===== config.mk =====
export PLATFORM = sky130hd
export DESIGN_NAME = mem_bus_arbiter
export DESIGN_NICKNAME = d
export VERILOG_FILES = /design/src/rtl/sys_defs.sv /design/src/rtl/mem_arb_pkg.sv /design/src/rtl/mem_arb_tag_table.sv /design/src/rtl/mem_bus_arbiter.sv
export SDC_FILE = /design/constraint.sdc
export NUM_CORES = 1
export LEC_CHECK = 0
export BUFFER_PORTS_ARGS = -buffer_cell sky130_fd_sc_hd__buf_4
export CORE_AREA = 2 2 173 175
export CTS_CLUSTER_DIAMETER = 60
export DETAILED_ROUTE_END_ITERATION = 12
export DIE_AREA = 0 0 175 177
export GPL_TIMING_DRIVEN = 0
export HOLD_SLACK_MARGIN = 0.12
export PLACE_DENSITY = 0.5
export SETUP_SLACK_MARGIN = 0.2
export SKIP_CTS_REPAIR_TIMING = 1
export SYNTH_ARGS = -nofsm -noshare
export SYNTH_HDL_FRONTEND = slang
export SYNTH_SLANG_ARGS = --single-unit

===== constraint.sdc =====
create_clock -name clock -period 5.7 [get_ports clock]
set_input_delay 1.71 -clock clock [delete_from_list [all_inputs] [get_ports clock]]
set_output_delay 1.71 -clock clock [all_outputs]
set_load 0.02 [all_outputs]

===== src/rtl/sys_defs.sv =====
// ----------------------------------------------------------------------------
// sys_defs
//   System-wide definitions shared by the memory-side blocks: address width
//   and the memory bus command encodings.
//   No ports (package).
// ----------------------------------------------------------------------------
package sys_defs;

  localparam int XLEN = 32;

  typedef enum logic [1:0] {
    BUS_NONE  = 2'h0,
    BUS_LOAD  = 2'h1,
    BUS_STORE = 2'h2
  } bus_command_t;

endpackage : sys_defs


===== src/rtl/mem_arb_pkg.sv =====
// ----------------------------------------------------------------------------
// mem_arb_pkg
//   Types and constants for the icache/dcache memory bus arbiter: the owner
//   enumeration, the tag-table entry layout and default sizing.
//   No ports (package).
// ----------------------------------------------------------------------------
package mem_arb_pkg;
  import sys_defs::*;

  localparam int NUM_MEM_TAGS         = 16;
  localparam int DEFAULT_STARVE_LIMIT = 4;

  typedef enum logic {
    OWNER_ICACHE = 1'b0,
    OWNER_DCACHE = 1'b1
  } mem_owner_t;

  typedef struct packed {
    logic       valid;
    mem_owner_t owner;
  } mem_tag_entry_t;

  // A requester is active whenever it drives anything other than BUS_NONE.
  function automatic logic is_request(input logic [1:0] cmd);
    return cmd != BUS_NONE;
  endfunction

endpackage : mem_arb_pkg


===== src/rtl/mem_arb_tag_table.sv =====
// ----------------------------------------------------------------------------
// mem_arb_tag_table
//   Records which requester owns each outstanding memory tag.
//   Ports:
//     clock, reset        system clock, synchronous active-high reset
//     i_set_en            write entry i_set_tag <= {valid, i_set_owner}
//     i_set_tag/owner     tag accepted by memory and its owner
//     i_lookup_tag        completion tag to look up (combinational read)
//     i_clear_en          invalidate entry i_lookup_tag at the next edge
//     o_lookup_valid      entry for i_lookup_tag is outstanding
//     o_lookup_owner      owner recorded for i_lookup_tag
//   Tag 0 means "no tag": it never reads valid and is never written.
//   A set and a clear of the same tag in one cycle keeps the set.
// ----------------------------------------------------------------------------
module mem_arb_tag_table
  import mem_arb_pkg::*;
#(
  parameter int NUM_TAGS = NUM_MEM_TAGS,
  parameter int TAG_W    = $clog2(NUM_TAGS)
) (
  input  logic             clock,
  input  logic             reset,
  input  logic             i_set_en,
  input  logic [TAG_W-1:0] i_set_tag,
  input  mem_owner_t       i_set_owner,
  input  logic             i_clear_en,
  input  logic [TAG_W-1:0] i_lookup_tag,
  output logic             o_lookup_valid,
  output mem_owner_t       o_lookup_owner
);

  mem_tag_entry_t r_table [NUM_TAGS];

  assign o_lookup_valid = (i_lookup_tag != '0) && r_table[i_lookup_tag].valid;
  assign o_lookup_owner = r_table[i_lookup_tag].owner;

  // NOTE: sequential state uses non-blocking assignments so every flop samples
  // pre-edge values; here it also lets the later set override an earlier clear.
  always_ff @(posedge clock) begin
    if (reset) begin
      // NOTE: only the valid bits are reset; owner fields are don't-care
      // until written, so they stay plain enable flops.
      for (int i = 0; i < NUM_TAGS; i++) begin
        r_table[i].valid <= 1'b0;
      end
    end else begin
      if (i_clear_en && (i_lookup_tag != '0)) begin
        r_table[i_lookup_tag].valid <= 1'b0;
      end
      // Re-issue of a tag completing this cycle: the new owner is kept.
      if (i_set_en && (i_set_tag != '0)) begin
        r_table[i_set_tag] <= '{valid: 1'b1, owner: i_set_owner};
      end
    end
  end

endmodule : mem_arb_tag_table


===== src/rtl/mem_bus_arbiter.sv =====
// ----------------------------------------------------------------------------
// mem_bus_arbiter
//   Shares the single tagged memory port between the icache prefetcher and
//   the dcache. One command is granted per cycle (combinational issue path,
//   same-cycle response). The dcache has priority unless the icache has been
//   denied for STARVE_LIMIT consecutive request cycles. Returning data/tags
//   are steered to the requester that owns the tag.
//
//   Configuration macro MEM_ARB_PERF_EN: when defined, adds 32-bit wrapping
//   counters perf_icache_grants, perf_dcache_grants, perf_conflict_cycles.
//
//   Ports:
//     clock, reset            system clock, synchronous active-high reset
//     Icache2mem_*            icache prefetcher command/address
//     mem2Icache_response     accepted tag for an icache command, 0 = retry
//     mem2Icache_data/tag     icache-owned completion (tag 0 = none)
//     Dcache2mem_*            dcache command/address/store data
//     mem2Dcache_*            as icache side
//     proc2mem_*              granted command/address/data to memory
//     mem2proc_response       memory acceptance tag (0 = busy)
//     mem2proc_data/tag       memory completion (tag 0 = none)
// ----------------------------------------------------------------------------
module mem_bus_arbiter
  import sys_defs::*;
  import mem_arb_pkg::*;
#(
  parameter int NUM_TAGS     = NUM_MEM_TAGS,
  parameter int STARVE_LIMIT = DEFAULT_STARVE_LIMIT
) (
  input  logic                        clock,
  input  logic                        reset,
  input  logic [1:0]                  Icache2mem_command,
  input  logic [XLEN-1:0]             Icache2mem_addr,
  output logic [$clog2(NUM_TAGS)-1:0] mem2Icache_response,
  output logic [63:0]                 mem2Icache_data,
  output logic [$clog2(NUM_TAGS)-1:0] mem2Icache_tag,
  input  logic [1:0]                  Dcache2mem_command,
  input  logic [XLEN-1:0]             Dcache2mem_addr,
  input  logic [63:0]                 Dcache2mem_data,
  output logic [$clog2(NUM_TAGS)-1:0] mem2Dcache_response,
  output logic [63:0]                 mem2Dcache_data,
  output logic [$clog2(NUM_TAGS)-1:0] mem2Dcache_tag,
  output logic [1:0]                  proc2mem_command,
  output logic [XLEN-1:0]             proc2mem_addr,
  output logic [63:0]                 proc2mem_data,
  input  logic [$clog2(NUM_TAGS)-1:0] mem2proc_response,
  input  logic [63:0]                 mem2proc_data,
  input  logic [$clog2(NUM_TAGS)-1:0] mem2proc_tag
`ifdef MEM_ARB_PERF_EN
  ,
  output logic [31:0]                 perf_icache_grants,
  output logic [31:0]                 perf_dcache_grants,
  output logic [31:0]                 perf_conflict_cycles
`endif
);

  localparam int TAG_W = $clog2(NUM_TAGS);
  localparam int CNT_W = $clog2(STARVE_LIMIT + 1);

  logic [CNT_W-1:0] r_starve_cnt;

  logic       w_icache_req;
  logic       w_dcache_req;
  logic       w_force_icache;
  logic       w_grant_icache;
  logic       w_grant_dcache;
  logic       w_set_en;
  logic       w_clear_en;
  logic       w_lookup_valid;
  mem_owner_t w_lookup_owner;
  logic       w_route_icache;
  logic       w_route_dcache;

  // --------------------------------------------------------------------------
  // Arbitration
  // --------------------------------------------------------------------------
  assign w_icache_req   = is_request(Icache2mem_command);
  assign w_dcache_req   = is_request(Dcache2mem_command);
  assign w_force_icache = (r_starve_cnt == CNT_W'(STARVE_LIMIT));

  // Grants are suppressed in reset so nothing reaches memory or the table.
  assign w_grant_icache = !reset && w_icache_req && (!w_dcache_req || w_force_icache);
  assign w_grant_dcache = !reset && w_dcache_req && !w_grant_icache;

  // A zero response (memory busy) is forwarded but never recorded.
  assign w_set_en   = (w_grant_icache || w_grant_dcache) && (mem2proc_response != '0);
  assign w_clear_en = !reset && (mem2proc_tag != '0);

  assign w_route_icache = !reset && w_lookup_valid && (w_lookup_owner == OWNER_ICACHE);
  assign w_route_dcache = !reset && w_lookup_valid && (w_lookup_owner == OWNER_DCACHE);

  // NOTE: every output gets a default first so no path can infer a latch.
  always_comb begin
    proc2mem_command    = BUS_NONE;
    proc2mem_addr       = '0;
    proc2mem_data       = '0;
    mem2Icache_response = '0;
    mem2Dcache_response = '0;
    if (w_grant_icache) begin
      proc2mem_command    = Icache2mem_command;
      proc2mem_addr       = Icache2mem_addr;
      mem2Icache_response = mem2proc_response;
    end else if (w_grant_dcache) begin
      proc2mem_command    = Dcache2mem_command;
      proc2mem_addr       = Dcache2mem_addr;
      proc2mem_data       = Dcache2mem_data;
      mem2Dcache_response = mem2proc_response;
    end
  end

  // --------------------------------------------------------------------------
  // Completion steering: only the owning side sees a non-zero tag and data.
  // --------------------------------------------------------------------------
  always_comb begin
    mem2Icache_tag  = '0;
    mem2Icache_data = '0;
    mem2Dcache_tag  = '0;
    mem2Dcache_data = '0;
    if (w_route_icache) begin
      mem2Icache_tag  = mem2proc_tag;
      mem2Icache_data = mem2proc_data;
    end
    if (w_route_dcache) begin
      mem2Dcache_tag  = mem2proc_tag;
      mem2Dcache_data = mem2proc_data;
    end
  end

  mem_arb_tag_table #(
    .NUM_TAGS (NUM_TAGS),
    .TAG_W    (TAG_W)
  ) u_tag_table (
    .clock          (clock),
    .reset          (reset),
    .i_set_en       (w_set_en),
    .i_set_tag      (mem2proc_response),
    .i_set_owner    (w_grant_icache ? OWNER_ICACHE : OWNER_DCACHE),
    .i_clear_en     (w_clear_en),
    .i_lookup_tag   (mem2proc_tag),
    .o_lookup_valid (w_lookup_valid),
    .o_lookup_owner (w_lookup_owner)
  );

  // --------------------------------------------------------------------------
  // Starvation counter: counts consecutive denied icache request cycles.
  // A grant with a busy response still counts as a grant and clears it.
  // --------------------------------------------------------------------------
  always_ff @(posedge clock) begin
    if (reset) begin
      r_starve_cnt <= '0;
    end else if (!w_icache_req || w_grant_icache) begin
      r_starve_cnt <= '0;
    end else if (!w_force_icache) begin
      r_starve_cnt <= r_starve_cnt + 1'b1;
    end
  end

`ifdef MEM_ARB_PERF_EN
  logic [31:0] r_perf_icache_grants;
  logic [31:0] r_perf_dcache_grants;
  logic [31:0] r_perf_conflict_cycles;

  always_ff @(posedge clock) begin
    if (reset) begin
      r_perf_icache_grants   <= '0;
      r_perf_dcache_grants   <= '0;
      r_perf_conflict_cycles <= '0;
    end else begin
      if (w_grant_icache) r_perf_icache_grants <= r_perf_icache_grants + 32'd1;
      if (w_grant_dcache) r_perf_dcache_grants <= r_perf_dcache_grants + 32'd1;
      if (w_icache_req && w_dcache_req) begin
        r_perf_conflict_cycles <= r_perf_conflict_cycles + 32'd1;
      end
    end
  end

  assign perf_icache_grants   = r_perf_icache_grants;
  assign perf_dcache_grants   = r_perf_dcache_grants;
  assign perf_conflict_cycles = r_perf_conflict_cycles;
`endif

endmodule : mem_bus_arbiter


# [Yosys cells after proc, flatten, opt, wreduce, memory -nomap -nowiden]
# Memories as Yosys holds them, arrays and structs flattened.
# Index checks and enable logic that the tools add are counted.
[totals] ff_bits=3 mem_bits_rw=32 mem_count=1
[classes] n_addsub=1 n_eq_ne=1 mux=28 n_bitwise=1 n_reduce_logical=26
[mem_list] name="u_tag_table.r_table" depth=16 width=2 rd=1 rd_ports_with_merged_regs=0 write_ports=16 line="mem_arb_tag_table.sv:32" source="mem_tag_entry_t r_table [NUM_TAGS];"
[op_table] op="64-bit two-way mux" n=4
[op_table] op="32-bit two-way mux" n=2
[op_table] op="4-bit two-way mux" n=7
[op_table] op="1-bit logical AND" n=12
[op_table] op="2-bit two-way mux" n=6
[op_table] op="1-bit two-way mux" n=9
[op_table] op="4-bit nonzero test" n=2
[op_table] op="2-bit OR reduction" n=3
[op_table] op="1-bit zero test" n=4
[op_table] op="2-bit nonzero test" n=2
[op_table] op="3-bit by 1-bit adder with 3-bit output, second input constant" n=1
[op_table] op="3-bit equality test, second input constant" n=1
[op_table] op="1-bit logical OR" n=3
[op_table] op="1-bit inverter" n=1

# [Longest topological paths before layout]
[logic_depth] depth_word=14 depth_mapped=8

# [Hierarchy]
# Synthesis repeated with hierarchy kept, for this count alone.
[hier_totals] cells_unflattened=485 hier_area_um2=3663.5
[by_module_without_submodules] mod="mem_bus_arbiter" instances=1 cells_each=369 area_each_um2=2225.9
[by_module_without_submodules] mod="mem_arb_tag_table" instances=1 cells_each=116 area_each_um2=1437.6

# [Least setup slack after synthesis]
# Ideal clock, no wire load.
[synth_timing] path_type="input to output" startpoint="in mem2proc_tag[0]" endpoint="out mem2Icache_data[56]" t_arrival_ps=3319 required_time_ps=3990 setup_slack_ps=671 stages=6 n_path_buf=2 path_cell_list="buf_4 mux4_2 nand2_1 nand4_2 clkbuf_1 a211oi_1"
[synth_via] elab_chain_cells=5 word_cells_on_any_way=7
[synth_lines] item="from (decl)" line="mem_bus_arbiter.sv:48" source="input logic [$clog2(NUM_TAGS)-1:0] mem2proc_tag"
[synth_lines] item="memory read 16 x 2 bit or 4-bit nonzero test (tied branches)"
[synth_lines] item="1-bit logical AND" line="mem_arb_tag_table.sv:34" source="assign o_lookup_valid = (i_lookup_tag != '0) && r_table[i_lookup_tag].valid;"
[synth_lines] item="1-bit logical AND" line="mem_bus_arbiter.sv:89" source="assign w_route_icache = !reset && w_lookup_valid && (w_lookup_owner == OWNER_ICACHE);"
[synth_lines] item="1-bit logical AND (*)" line="mem_bus_arbiter.sv:89"
[synth_lines] item="64-bit two-way mux (*)" line="mem_bus_arbiter.sv:119" source="if (w_route_icache) begin"
[synth_lines] item="to (decl)" line="mem_bus_arbiter.sv:35" source="output logic [63:0] mem2Icache_data,"
# Every way passes the cells marked *; elsewhere a longest branch is shown, timed or not.

# [Final worst setup path]
[layout_timing] startpoint="in mem2proc_tag[3]" endpoint="out mem2Dcache_data[2]"
[layout_via] elab_chain_cells=5 word_cells_on_any_way=6
[layout_lines] item="memory read 16 x 2 bit or 4-bit nonzero test (tied branches)"
[layout_lines] item="1-bit logical AND" line="mem_arb_tag_table.sv:34"
[layout_lines] item="1-bit logical AND" line="mem_bus_arbiter.sv:90" source="assign w_route_dcache = !reset && w_lookup_valid && (w_lookup_owner == OWNER_DCACHE);"
[layout_lines] item="1-bit logical AND (*)" line="mem_bus_arbiter.sv:90"
[layout_lines] item="64-bit two-way mux (*)" line="mem_bus_arbiter.sv:123" source="if (w_route_dcache) begin"
[layout_lines] item="to (decl)" line="mem_bus_arbiter.sv:41" source="output logic [63:0] mem2Dcache_data,"
# Marked as above.

==> impl_metrics.py <==
metrics = {
    "layout": {
        "fill_cells": 3212,
        "areaGrowthSynthToFinish_pct": 90.3,
        "n_antenna_cell": 0,
        "fin_nets": 1186,
        "layoutNonFillerInstCount": 1369,
        "drive_above_1_share_pct": 61.0,
    },
    "global_route": {
        "grt_max_degree": 17,
        "grt_usage_pct": 15.3,
        "antenna_found_initial": 0,
        "gr-total-overflow": 0,
        "grt_pass1_vias": 5914,
        "grt_pass1_wl_um": 36400,
    },
    "logic_synthesis": {
        "yosys_register_bits": 34,
        "yosysTopAreaCellShare_pct": 22.5,
        "yosysMostFrequentCell": "a211oi_2",
        "yosys.area_share.simple_pct": 17.7,
        "ys_types": 43,
        "seq_area_frac_synth_pct": 18.9,
        "synth.avg_cell_area_sq_um": 8.46,
        "syn_nets": 734,
        "yosysWarnings": 0,
        "synth_compound_gate_area_share_pct": 43.4,
        "synth-xor-area-share_pct": 0,
        "synth_commonest_cells": "a211oi_2 (80), and2_1 (73), inv_1 (73)",
        "synth_area_sq_um": 4450,
        "synth_edf_count": 16,
        "yosys.area.top_type": "a211oi_2",
        "yosys_most_used_dff": "dfxtp_1",
        "synthAdderAreaFrac_pct": 0.562,
        "synth_top_family_by_area": "compound AO/OA/AOI/OAI gates",
        "synth-async-reset-ratio_pct": 0,
        "ys_top_cells_by_area": "a211oi_2 (22%), edfxtp_1 (11%), and2_1 (10%)",
        "synth.area.mux_share_pct": 3.77,
        "syn_inst": 526,
    },
    "clock_tree": {
        "cts_inserted_buffers": 5,
        "clock-root-buffer": "clkbuf_16",
        "path_clk_slew_ns": 0.05,
        "clock-sinks": 34,
        "cts_tree": "done",
        "htree_levels": 2,
        "cts_buffer_depth": 2,
        "insertion_delay_ns": 0.27,
    },
    "sta": {
        "worst_pin_slew_ns": 0.616,
        "drv_slew": 0,
        "clock_skew_ns": 0.00341,
        "finalHoldViolations": 0,
        "hold_slack_ns": 0.452,
        "setup_viol": 0,
        "final.min_clock_period_ns": 5.47,
        "fmax_mhz": 183,
        "setup_tns_ns": 0,
        "relSlewSlack_pct": 58.9,
        "rsz0062_at_grt": "yes",
        "period_share_pct": 96.0,
    },
    "floorplan": {
        "die_area_sq_um": 31000,
        "rows": 63,
        "start_util_pct": 15.2,
        "ios": 448,
        "die_w_um": 175,
        "fp.coreArea_sq_um": 29200,
        "fp.dieH_um": 177,
    },
    "critical_path": {
        "critPathRequiredTime_ns": 3.99,
        "cp_max_fo": 10,
        "arrival_ns": 3.76,
        "worst-setup-path-type": "in -> out",
        "start_kind": "input pin",
        "end_kind": "output port",
    },
    "routing": {
        "vias": 5840,
        "drt_iter0_drc": 151,
        "drcViolationCount": 0,
        "wl_um": 25800,
        "wire_per_inst_um": 18.8,
        "via_per_inst": 4.27,
        "dr.pass1.iters": 4,
        "detail-route-antenna-nets": 0,
    },
    "pwr": {
        "leakage_nw": 3.96,
        "ir_worst_vdd_uv": 104,
        "finalPower_mw": 1.16,
        "power_density_nw_per_um2": 137,
    },
    "placement": {
        "place_congestion": 0.853,
        "place_inst": 1361,
        "io_buffers": 445,
        "hpwl_um": 22400,
    },
    "min_path": {
        "min_path_type": "reg -> reg",
    },
    "flow_run": {
        "maxCapViolCount": 0,
    },
    "run_status": {
        "status": "finished clean",
    },
}
## report_power, final
group          switching [mW]  internal, mW  total, mW
clock                  0.0956         0.204      0.300
combinational           0.337         0.263      0.600
sequential            0.00274         0.262      0.264
## flip-flops by register name, indices dropped and copies added (netlist names)
| signal | count |
|---|---|
| r_starve_cnt | 3 |
| u_tag_table.r_table | 31 |
## placed cells by master (no fill, tap or decap), drive strengths merged, types with 5 or more instances in the layout
cell      n
inv      73
buf     489
nand2    17
nand3     7
clkbuf   29
mux4      6
o21ai    11
edfxtp   16
nor2     24
and2     73
a22o     34
dfxtp    18
a211oi  135
nor3      5
## metal layers
layer  track usage, %  share of wire (%)  vias to the layer above
met5                0                  0                        -
met2             30.4                 53                      313
li1                 -                  -                     2799
met1             15.4                 35                     2687
met3             3.65                8.0                       41
met4             5.45                3.7                        0
## per-stage QoR
step	setup slack (ns)	util, %	area, sq um
global placement	-0.417	28.3	8280
floorplan	0.671	-	4450
global route	0.0909	29.0	8470
finish	0.227	29.0	8470
detailed placement	-0.474	28.3	8280
CTS	-0.478	28.9	8440
## final cells by class
type / instances / area (sq um) / area share, %
clock buffers: 5 / 125 / 1.48
repair buffers: 445 / 3340 / 39.4
flip-flops and latches: 34 / 841 / 9.93
multi-input cells: 351 / 2930 / 34.6
inverters: 73 / 274 / 3.23
clock inverters: 3 / 40.0 / 0.473
well taps: 390 / 488 / 5.76
plain buffers: 68 / 430 / 5.08
## worst paths after layout
kind | startpoint | end | slack, ns | cells after the start
setup / recovery | mem2proc_tag[3] | mem2Dcache_data[2] | 0.23 | 8
hold reg to reg | r_starve_cnt[0] | r_starve_cnt[0] | 0.45 | 1
setup reg to reg | r_starve_cnt[0] | u_tag_table.r_table[4][0] | 3.32 | 7
hold / removal | r_starve_cnt[0] | r_starve_cnt[0] | 0.45 | 1
## critical path, stage by stage
cell,delay (ns)
buf_4,0.13
buf_2,0.18
nor2b_1,0.17
a2111oi_4,0.40
o21ai_4,0.19
buf_2,0.28
a211oi_1,0.47
buf_4,0.23
## cell families after synthesis
family                     after synthesis
AOI/OAI and AO/OA                      197
and+or+nand+nor                        142
buffers and inverters                  141
DFF                                     34
muxes                                    9
adders and majority gates                2
other                                    1
(Power assumes the default switching activity.)
